<file path="config.mk">
export PLATFORM = sky130hd
export DESIGN_NAME = dmem_arbiter
export DESIGN_NICKNAME = d
export VERILOG_FILES = /design/src/rtl/dmem_arb_pkg.sv /design/src/rtl/dmem_arbiter_rr_pick2.sv /design/src/rtl/dmem_arbiter.sv
export SDC_FILE = /design/constraint.sdc
export NUM_CORES = 1
export LEC_CHECK = 0
export BUFFER_PORTS_ARGS = -buffer_cell sky130_fd_sc_hd__buf_4
export CAP_MARGIN = 30
export CORE_AREA = 4 4 114 116
export DETAILED_ROUTE_END_ITERATION = 8
export DIE_AREA = 0 0 118 120
export HOLD_SLACK_MARGIN = 0.05
export PLACE_DENSITY = 0.65
export RECOVER_POWER = 25
export SLEW_MARGIN = 15
export SYNTH_ARGS = -nofsm -noshare
export SYNTH_HDL_FRONTEND = slang
export SYNTH_SLANG_ARGS = --single-unit
</file>
<file path="constraint.sdc">
create_clock -name clk -period 2.4 [get_ports clk]
set_input_delay 0.12 -clock clk [delete_from_list [all_inputs] [get_ports clk]]
set_output_delay 0.12 -clock clk [all_outputs]
set_load 0.1 [all_outputs]
</file>
<file path="src/rtl/dmem_arb_pkg.sv">
// Shared types and port identifiers for the data-memory arbiter.
package dmem_arb_pkg;

  // RR: normal alternation between the ports; LOCK1: port 1 owns the memory.
  typedef enum logic {
    RR    = 1'b0,
    LOCK1 = 1'b1
  } arb_state_t;

  // Port identifiers as stored in the last-grant register.
  localparam logic PORT_CPU = 1'b0;
  localparam logic PORT_AUX = 1'b1;

endpackage

</file>
<file path="src/rtl/dmem_arbiter_rr_pick2.sv">
// Combinational two-way round-robin picker: one-hot grant from two requests.
module rr_pick2
  import dmem_arb_pkg::*;
(
  input  logic [1:0] req,
  input  logic       last_gnt,
  output logic [1:0] gnt
);

  // A lone requester wins; on a tie the port not granted most recently wins.
  always_comb begin
    gnt = req;
    if (req == 2'b11) begin
      gnt = (last_gnt == PORT_AUX) ? 2'b01 : 2'b10;
    end
  end

endmodule

</file>
<file path="src/rtl/dmem_arbiter.sv">
// Two-port arbiter sharing one single-ported data memory between the core
// (port 0) and a secondary bus master (port 1) that may lock bursts.
module dmem_arbiter
  import dmem_arb_pkg::*;
#(
  parameter int ADDR_W   = 32,
  parameter int DATA_W   = 32,
  parameter int LOCK_MAX = 16
) (
  input  logic              clk,
  input  logic              reset,
  input  logic              req0,
  input  logic              req1,
  input  logic              we0,
  input  logic              we1,
  input  logic [ADDR_W-1:0] addr0,
  input  logic [ADDR_W-1:0] addr1,
  input  logic [DATA_W-1:0] wdata0,
  input  logic [DATA_W-1:0] wdata1,
  input  logic              lock1,
  output logic              gnt0,
  output logic              gnt1,
  output logic              rvalid0,
  output logic              rvalid1,
  output logic [DATA_W-1:0] rdata0,
  output logic [DATA_W-1:0] rdata1,
  output logic              mem_we,
  output logic [ADDR_W-1:0] mem_addr,
  output logic [DATA_W-1:0] mem_wdata,
  input  logic [DATA_W-1:0] mem_rdata
);

  localparam int              CNT_W      = $clog2(LOCK_MAX + 1);
  localparam logic [CNT_W:0]  LOCK_LIMIT = (CNT_W + 1)'(LOCK_MAX);
  // With LOCK_MAX = 1 the initial grant already uses the whole budget, so
  // the locked state is never entered.
  localparam bit              LOCK_EN    = (LOCK_MAX > 1);

  arb_state_t        state_reg, state_next;
  logic              last_gnt_reg, last_gnt_next;
  logic [CNT_W-1:0]  lock_cnt_reg, lock_cnt_next;
  logic [CNT_W:0]    lock_cnt_inc;
  logic [1:0]        req_vec, we_vec, pick, gnt_vec, rd_take;
  logic [1:0]        rvalid_reg;
  logic [DATA_W-1:0] rdata_reg [2];

  assign req_vec      = {req1, req0};
  assign we_vec       = {we1, we0};
  assign lock_cnt_inc = {1'b0, lock_cnt_reg} + (CNT_W + 1)'(1);

  rr_pick2 u_pick (
    .req      (req_vec),
    .last_gnt (last_gnt_reg),
    .gnt      (pick)
  );

  // Next-state and grant logic: round-robin normally, port 1 only while locked.
  always_comb begin
    state_next    = state_reg;
    last_gnt_next = last_gnt_reg;
    lock_cnt_next = lock_cnt_reg;
    gnt_vec       = 2'b00;
    case (state_reg)
      RR: begin
        gnt_vec = pick;
        if (pick[0]) begin
          last_gnt_next = PORT_CPU;
        end
        if (pick[1]) begin
          last_gnt_next = PORT_AUX;
          if (lock1 && LOCK_EN) begin
            state_next    = LOCK1;
            lock_cnt_next = CNT_W'(1);
          end
        end
      end
      LOCK1: begin
        // Port 1 keeps the exit cycle; port 0 then wins the next tie.
        gnt_vec       = {req1, 1'b0};
        last_gnt_next = PORT_AUX;
        lock_cnt_next = lock_cnt_inc[CNT_W-1:0];
        if (!lock1 || !req1 || (lock_cnt_inc >= LOCK_LIMIT)) begin
          state_next    = RR;
          lock_cnt_next = '0;
        end
      end
      default: state_next = RR;
    endcase
    if (!reset) begin
      gnt_vec = 2'b00;
    end
  end

  // Arbitration state register.
  always_ff @(posedge clk) begin
    if (!reset) begin
      state_reg    <= RR;
      last_gnt_reg <= PORT_AUX;
      lock_cnt_reg <= '0;
    end else begin
      state_reg    <= state_next;
      last_gnt_reg <= last_gnt_next;
      lock_cnt_reg <= lock_cnt_next;
    end
  end

  // Per-port read-capture strobes and output wiring.
  generate
    for (genvar gi = 0; gi < 2; gi++) begin : g_port
      assign rd_take[gi] = gnt_vec[gi] & ~we_vec[gi];
    end
  endgenerate

  // Read-return registers: capture memory data on a granted read.
  always_ff @(posedge clk) begin
    if (!reset) begin
      rvalid_reg <= 2'b00;
      for (int i = 0; i < 2; i++) begin
        rdata_reg[i] <= '0;
      end
    end else begin
      rvalid_reg <= rd_take;
      for (int i = 0; i < 2; i++) begin
        if (rd_take[i]) begin
          rdata_reg[i] <= mem_rdata;
        end
      end
    end
  end

  assign gnt0      = gnt_vec[0];
  assign gnt1      = gnt_vec[1];
  assign rvalid0   = rvalid_reg[0];
  assign rvalid1   = rvalid_reg[1];
  assign rdata0    = rdata_reg[0];
  assign rdata1    = rdata_reg[1];
  assign mem_we    = |(gnt_vec & we_vec);
  assign mem_addr  = gnt_vec[1] ? addr1  : addr0;
  assign mem_wdata = gnt_vec[1] ? wdata1 : wdata0;

endmodule

</file>
=== Word-level counts from Yosys, hierarchy flattened ===
Memory sizes are Yosys's and may differ from the RTL's.
Index checks and enable logic that the tools add are counted.

* Add/sub/neg operators: 1
* Multipliers: 0
* Divide/modulo/power cells: 0
* Magnitude comparators: 1
* Equal/unequal tests: 4
* Shift-type cells: 0
* Multiplexer cells: 26
* Bitwise gates (word level): 8
* Reduce and logical (&&, ||, !) cells: 6

{| class="wikitable"
|+ Operator list
! operator !! number
|-
| $mux 32 || 4
|-
| $mux 5 || 3
|-
| $mux 1 || 12
|-
| $pmux 5 s2 || 1
|-
| $add 5x1->6 const B || 1
|-
| $ge 6x5->1 const B || 1
|-
| $mux 2 || 3
|-
| $ne 2x2->1 const B || 2
|-
| $pmux 1 s2 || 2
|-
| $pmux 2 s2 || 1
|-
| $ne 3x3->1 const B || 1
|-
| $not 1->1 || 3
|-
| $and 1x1->1 || 2
|-
| $and 2x2->2 || 1
|-
| $eq 2x2->1 const B || 1
|-
| $logic_not 1->1 || 2
|-
| $logic_or 1x1->1 || 2
|-
| $or 1x1->1 || 2
|-
| $reduce_and 2->1 || 1
|-
| $reduce_or 2->1 || 1
|}

* Register bits after elaboration: 9
* Latch bits: 0
* RAM bits: 64
* Bits in read-only memories: 0
* Output and inout bits: 133
* Logic and storage cells: 51
* Memories: 1

{| class="wikitable"
|+ Memories
! memory !! words !! bits a word !! read ports !! clocked after memory_dff !! write ports !! RTL line !! source
|-
| rdata_reg || 2 || 32 || 2 || 0 || 2 || dmem_arbiter.sv:45 || <nowiki>logic [DATA_W-1:0] rdata_reg [2];</nowiki>
|}

=== Logic depth before layout (Yosys ltp) ===
Gate-level depths: netlist of the first run.

* Depth in word-level cells: 9
* Depth in mapped cells: 5
* Depth with buffers taken out: 4

=== By module ===
A second synthesis of the first run with hierarchy kept.

* Cell total of the unflattened synthesis: 222
* Area, all modules: 3,490.8 um^2

{| class="wikitable"
|+ By module, submodules not included
! module !! instances !! cells an instance !! area an instance (um^2) !! seq. area each (um^2)
|-
| dmem_arbiter || 1 || 219 || 3,472.1 || 2,102.0
|-
| rr_pick2 || 1 || 3 || 18.8 || 0.0
|}

=== Worst setup path after synthesis of the first run ===
No wires, ideal clock.

* Path type: reg2out
* From: register state_reg
* To: output mem_we
* Arrival: 2,218 ps
* Setup slack: 62 ps
* Stages on the path, launching flop included: 4
* Buffers on the path: 0
* Path through: dfxtp_1 > nor2b_1 > and3_1 > a22o_1

* Longest elaborated chain between the ends: 5

{| class="wikitable"
|+ RTL lines
! what !! RTL line !! source
|-
| from (decl) || dmem_arbiter.sv:39 || <nowiki>arb_state_t state_reg, state_next;</nowiki>
|-
| from (signal assigned) || dmem_arbiter.sv:101 || <nowiki>state_reg <= state_next;</nowiki>
|-
| $not 1->1 || -- ||
|-
| $pmux 2 s2 (*) || dmem_arbiter.sv:63 || <nowiki>case (state_reg)</nowiki>
|-
| $mux 2 (*) || dmem_arbiter.sv:89 || <nowiki>if (!reset) begin</nowiki>
|-
| net gnt0 || dmem_arbiter.sv:21 || <nowiki>output logic gnt0,</nowiki>
|-
| $and 2x2->2 (*) || dmem_arbiter.sv:137 || <nowiki>assign mem_we = |(gnt_vec & we_vec);</nowiki>
|-
| $reduce_or 2->1 (*) || dmem_arbiter.sv:137 ||
|-
| to (decl) || dmem_arbiter.sv:27 || <nowiki>output logic mem_we,</nowiki>
|}

The timed path passes the listed nets; every way through them passes the cells marked *.

=== Final worst setup path of the first run ===
* From: register state_reg
* To: output mem_addr[5]

* Longest elaborated chain between the ends: 4

{| class="wikitable"
|+ RTL lines
! what !! RTL line !! source
|-
| $not 1->1 || -- ||
|-
| $pmux 2 s2 (*) || dmem_arbiter.sv:63 ||
|-
| $mux 2 (*) || dmem_arbiter.sv:89 ||
|-
| $mux 32 (*) || dmem_arbiter.sv:138 || <nowiki>assign mem_addr = gnt_vec[1] ? addr1 : addr0;</nowiki>
|-
| to (decl) || dmem_arbiter.sv:28 || <nowiki>output logic [ADDR_W-1:0] mem_addr,</nowiki>
|}

Every way passes the cells marked *; elsewhere a longest branch is shown, timed or not.

==> run_results.csv, run 1 <==
group,metric,value,unit
setup_path,regToRegEndpoint,"rdata_reg[0][52]$_DFFE_PP_",
sta,tns,0,ns
power_and_ir_drop,power,0.00458,W
synthesis,syn-num-nets,392,
power_and_ir_drop,p_sw,0.00197,W
outcome,outcome,"complete, no violations",
placed_design,numPortBuffers,299,
layout,final_util,0.507,
synthesis,ys_seq_area_frac,0.577,
sta,min_period,2.16,ns
routing,wl_met3,1290,um
floorplanning,initial_core_util,0.306,
min_path,hold_class,"in2reg",
layout,antenna_cells,0,
clocking,postCtsSetupRepairBufs,0,
layout,ff_latch_area,0.00210,mm2
setup_path,cp-end-kind,"output pin",
routing,highest_layer,"met4",
synthesis,synth_cell_types,34,
layout,syn_to_final_growth,65.8,%
power_and_ir_drop,ir_drop,0.526,mV
placed_design,dp_hpwl,11100,um
run,maxCapViolCount,0,
setup_path,cp.arrival,2.04,ns
sta,maxSlewViolCount,0,
clocking,root_buffer,"clkbuf_16",
floorplanning,die_width,118,um
sta,hold_violations,0,
routing,drt-met1-wl,4590,um
setup_path,critPathMaxFanout,14,
clocking,clk_path_buf_depth,2,
synthesis,ys_ff_latch,73,
clocking,cts.hold.buffers_added,0,
power_and_ir_drop,swShare,0.430,
routing,drc,0,
grt,grt_usage,0.181,
sta,max-slew-margin-rel,0.181,
routing,wl_per_cell,19.7,um
synthesis,synth_top_area_share,0.528,
power_and_ir_drop,p_comb_frac,0.420,
clocking,cts_tree,"built",
routing,drt.antenna.violating_nets,0,
placed_design,globalplace.congestion,0.882,
floorplanning,core,0.0119,mm2
grt,grt_first_pass_wirelength,19600,um
clocking,clock_sinks,73,
setup_path,ff2ff_path_depth,5,
grt,antenna_found_initial,0,
routing,via_count,3207,
grt,grt_pass1_vias,3351,
setup_path,crit_type,"reg2out",
floorplanning,num_rows,40,
routing,met2_length,7200,um
min_path,hp-start,"req1",
power_and_ir_drop,clkPwrFrac,0.253,
synthesis,netlist_top_cells_area,"edfxtp_1, mux2_4, mux2_2",
clocking,post_cts_resized,0,
clocking,clk_pin_slew,0.05,ns
layout,drive_gt1_frac,0.606,
sta,fin_ws,0.243,ns
clocking,htree_levels,3,
synthesis,synth.avg_cell_area,16.3,um2
sta,rsz0062_at_grt,"no",
power_and_ir_drop,p_seq_frac,0.328,
grt,grt_max_degree,34,
floorplanning,die_h,120,um
layout,multiInputGateArea,0.00139,mm2
synthesis,netlist_area,0.00364,mm2
sta,finalSetupViolCount,0,
grt,grt-ovfl-total,0,
power_and_ir_drop,leakage,2.71,nW
routing,first_pass_iters,4,
floorplanning,dieArea,0.0142,mm2
routing,wl,13400,um
layout,largest_reg_flops,64,
synthesis,yosys_warnings,0,
power_and_ir_drop,power.density,759,mW/mm2
setup_path,start_kind,"flop",
layout,fill_cells,1106,
sta,fin_worst_skew,0.00557,ns
placed_design,post-place-ws,0.580,ns
layout,final_nets,699,
sta,worst_pin_slew,1.23,ns
synthesis,syn_inst,224,
sta,fmax,464,MHz
routing,via_per_inst,4.70,
routing,drt-initial-drc-count,134,
min_path,holdPathStages,3,
floorplanning,io_pins,300,
setup_path,ff2ff_setup_slack,0.75,ns
clocking,cts_made_buffers,9,
setup_path,crit_required,2.28,ns
setup_path,rr_startpoint,"state_reg$_SDFF_PN0_",
synthesis,synth_area_leader_cell,"edfxtp_1",
sta,fin_crit_sh,0.899,
power_and_ir_drop,p_int,0.00261,W
min_path,hold_end,"last_gnt_reg$_SDFFE_PN1P_",
clocking,clk_latency,0.32,ns
==> logic make-up after synthesis <==
family	share of synthesized area
simple gates	0.0409
xor+xnor	0.00241
flops	0.577
fa+ha+maj	0.00344
buf+inv	0.0412
compound gates	0.0955
mux	0.239
==> metrics by stage <==
step	area [um2]	std cells	hold slack (ns)
after floorplan	3640	224	0.248
after global placement	6020	667	0.400
after detailed placement	6020	667	0.397
after CTS	6280	682	0.0595
after global routing	6040	682	0.0762
final	6040	682	0.0813
==> power groups by stage <==
stage | clock, W | sequential (W) | combinational [W]
final | 0.00116 | 0.00150 | 0.00192
after global routing | 0.00125 | 0.00151 | 0.00198
after CTS | 0.00119 | 0.00151 | 0.00200
after detailed placement | 0 | 0.00153 | 0.00200
after global placement | 0 | 0.00153 | 0.00199
after floorplan | 0 | 0.00212 | 0.000913
==> synth_stat cells (all sizes together) <==
cell,count
a21boi,33
a21o,1
a21oi,1
a22o,1
a311oi,1
a31oi,2
a41oi,1
and2,3
and3,1
and4,2
buf,9
clkbuf,4
dfxtp,9
edfxtp,64
ha,1
inv,4
mux2,64
nand2,6
nand2b,2
nand3,2
nand3b,1
nand4,1
nand4b,2
nor2b,2
o2111ai,2
o21ai,1
o2bb2ai,3
xor2,1
==> critical path, cell delays in order (launching register included) <==
cell and delay (ns):
dfxtp_1 0.43, nand3b_4 0.18, and2_4 0.24, buf_4 0.26, mux2_2 0.37, buf_4 0.23
==> worst max-delay path by stage <==
stage	startpoint	cells after the start	slack, ns	to
CTS	state_reg$_SDFF_PN0_	5	0.23	mem_wdata[25]
finish	state_reg$_SDFF_PN0_	5	0.24	mem_addr[5]
detailed placement	state_reg$_SDFF_PN0_	5	0.58	mem_wdata[25]
global route	state_reg$_SDFF_PN0_	5	0.13	mem_wdata[23]
global placement	state_reg$_SDFF_PN0_	5	0.64	mem_addr[31]
floorplan	state_reg$_SDFF_PN0_	3	0.06	mem_we
==> cell usage in the layout (no fill, tap or decap), types with 2 or more instances in the layout <==
cell	count
nand3_1	2
mux2_2	24
o2111ai_1	2
mux2_4	40
and4_1	2
a21boi_0	32
nand2b_1	2
edfxtp_1	64
inv_1	4
clkbuf_1	66
nor2b_1	2
clkinv_4	2
o2bb2ai_1	3
a31oi_1	2
nand2_1	6
clkinv_2	3
and2_4	2
nand4b_1	2
buf_4	242
clkbuf_16	9
dfxtp_1	9
==> per-layer routing <==
layer	up-vias	GRT usage
met3	19	0.0778
met2	167	0.335
met5	-	0
li1	1485	-
met4	0	0.0564
met1	1536	0.184
==> area by class of cell <==
cell class | instances | share of cell area
Inverter | 4 | 0.00249
Multi-Input combinational cell | 134 | 0.230
Tap cell | 147 | 0.0305
Clock inverter | 6 | 0.00601
Timing Repair Buffer | 309 | 0.345
Sequential cell | 73 | 0.348
Clock buffer | 9 | 0.0373
No activity file was read; power rests on OpenSTA's default activity.
==> run 2, diff against run 1 <==
--- a/config.mk
+++ b/config.mk
@@ -12,7 +12,7 @@
 export DIE_AREA = 0 0 118 120
 export HOLD_SLACK_MARGIN = 0.05
 export PLACE_DENSITY = 0.65
-export RECOVER_POWER = 25
+export RECOVER_POWER = 100
 export SLEW_MARGIN = 15
 export SYNTH_ARGS = -nofsm -noshare
 export SYNTH_HDL_FRONTEND = slang
==> run 2 against run 1 <==
- wire length is 0.33% lower
- first-iteration DRC count increased by 9.0%
- register-to-register slack worse by 0.46 ns
- setup slack worse by 0.054 ns
- power fell by 0.47%
- via count decreased by 0.62%
- sequential share of layout area grew 0.31 points
- utilization decreased by 0.44 points
- highest routed layer unchanged
==> run_results.csv, run 2 (same netlist as run 1, synthesis figures left out) <==
group,metric,value,unit
outcome,outcome,"complete, no violations",
layout,most-common-layout-cells,"buf_4, clkbuf_1, edfxtp_1",
routing,wl_per_cell,19.6,um
sta,tns,0,ns
routing,via_count,3187,
clocking,clk_pin_slew,0.05,ns
routing,drt.antenna.violating_nets,0,
sta,maxSlewViolCount,0,
routing,wl,13400,um
sta,whs,0.0825,ns
placed_design,globalplace.congestion,0.882,
clocking,cts.hold.buffers_added,0,
setup_path,cp.arrival,2.09,ns
power_and_ir_drop,swShare,0.431,
setup_path,crit_slowest_cell,"dfxtp_1",
routing,first_pass_iters,4,
setup_path,max_stage_delay,0.43,ns
grt,grt_max_degree,34,
layout,ff_latch_area,0.00210,mm2
sta,min_period,2.21,ns
layout,layout_commonest_cell,"buf_4",
power_and_ir_drop,power.density,763,mW/mm2
layout,fill_cells,1115,
setup_path,crit_type,"reg2out",
power_and_ir_drop,ir_drop,0.526,mV
setup_path,cp_top_family,"buffers and inverters",
placed_design,numPortBuffers,299,
power_and_ir_drop,leakage,2.68,nW
floorplanning,die_width,118,um
grt,grt_first_pass_wirelength,19600,um
sta,max-slew-margin-rel,0.181,
grt,grt_usage,0.181,
sta,fmax,452,MHz
layout,final_util,0.502,
sta,worst_pin_slew,1.23,ns
setup_path,critPathMaxFanout,32,
sta,finalSetupViolCount,0,
clocking,clock_sinks,73,
floorplanning,die_h,120,um
setup_path,cp-end-kind,"output pin",
setup_path,start_kind,"flop",
layout,largest_reg_flops,64,
grt,antenna_found_initial,0,
setup_path,crit_path_cell_trace,"nand3b_1, and2_4, buf_12, mux2_2, clkbuf_4",
clocking,cts_tree,"built",
setup_path,cp_num_buf_inv,2,
floorplanning,num_rows,40,
sta,rsz0062_at_grt,"no",
sta,fin_crit_sh,0.921,
setup_path,crit_required,2.28,ns
grt,grt_pass1_vias,3351,
power_and_ir_drop,p_comb_frac,0.417,
sta,hold_violations,0,
floorplanning,core,0.0119,mm2
layout,syn_to_final_growth,64.3,%
floorplanning,dieArea,0.0142,mm2
grt,grt-ovfl-total,0,
clocking,cts_made_buffers,9,
clocking,postCtsSetupRepairBufs,0,
clocking,clk_path_buf_depth,2,
power_and_ir_drop,p_seq_frac,0.329,
power_and_ir_drop,p_int,0.00260,W
layout,antenna_cells,0,
layout,final_nets,699,
routing,wl_met3,1310,um
power_and_ir_drop,power,0.00456,W
power_and_ir_drop,p_sw,0.00197,W
routing,drt-met1-wl,4570,um
routing,highest_layer,"met4",
clocking,htree_levels,3,
clocking,root_buffer,"clkbuf_16",
layout,drive_gt1_frac,0.600,
placed_design,dp_hpwl,11100,um
clocking,post_cts_resized,0,
run,maxCapViolCount,0,
sta,fin_worst_skew,0.00461,ns
layout,multiInputGateArea,0.00138,mm2
clocking,clk_latency,0.32,ns
routing,drt-initial-drc-count,146,
routing,drc,0,
routing,met2_length,7160,um
routing,via_per_inst,4.67,
floorplanning,io_pins,300,
floorplanning,initial_core_util,0.306,
power_and_ir_drop,clkPwrFrac,0.254,
min_path,hold_class,"in2reg",
## run 2: final cells by class
cell class / count / area share
flip-flops and latches: 73 / 0.351
repair buffers: 309 / 0.342
multi-input cells: 134 / 0.230
clock buffers: 9 / 0.0376
well taps: 147 / 0.0307
clock inverters: 6 / 0.00606
inverters: 4 / 0.00251
## run 2: layer usage
layer | track usage | vias up
met4 | 0.0564 | 0
met5 | 0 | -
met2 | 0.335 | 170
li1 | - | 1486
met3 | 0.0778 | 19
met1 | 0.184 | 1512
## run 2: worst paths after layout
kind	cells after the start	slack [ns]	startpoint	endpoint
setup reg to reg	5	0.29	state_reg$_SDFF_PN0_	rdata_reg[0][32]$_DFFE_PP_
hold / removal	3	0.08	req1	last_gnt_reg$_SDFFE_PN1P_
hold reg to reg	1	0.49	lock_cnt_reg[4]$_SDFFE_PN0P_	lock_cnt_reg[2]$_SDFFE_PN0P_
setup / recovery	5	0.19	state_reg$_SDFF_PN0_	mem_wdata[25]
## run 2: tightest hold or removal path, stage by stage
cell	delay [ns]
buf_4	0.12
o21ai_0	0.08
nand2_1	0.06
## run 2: metrics by stage
step | cells | setup WS (ns) | instance area (um2)
3_5_place_dp | 667 | 0.580 | 6020
4_1_cts | 682 | 0.227 | 6280
2_1_floorplan | 224 | 0.0621 | 3640
3_3_place_gp | 667 | 0.641 | 6020
5_1_grt | 682 | 0.0654 | 5980
6_report | 682 | 0.189 | 5980
## run 2: power groups by stage
stage	clock, W	sequential, W	combinational [W]
2_1_floorplan	0	0.00212	0.000913
3_3_place_gp	0	0.00153	0.00199
3_5_place_dp	0	0.00153	0.00200
4_1_cts	0.00119	0.00151	0.00200
5_1_grt	0.00125	0.00151	0.00196
6_report	0.00116	0.00150	0.00190
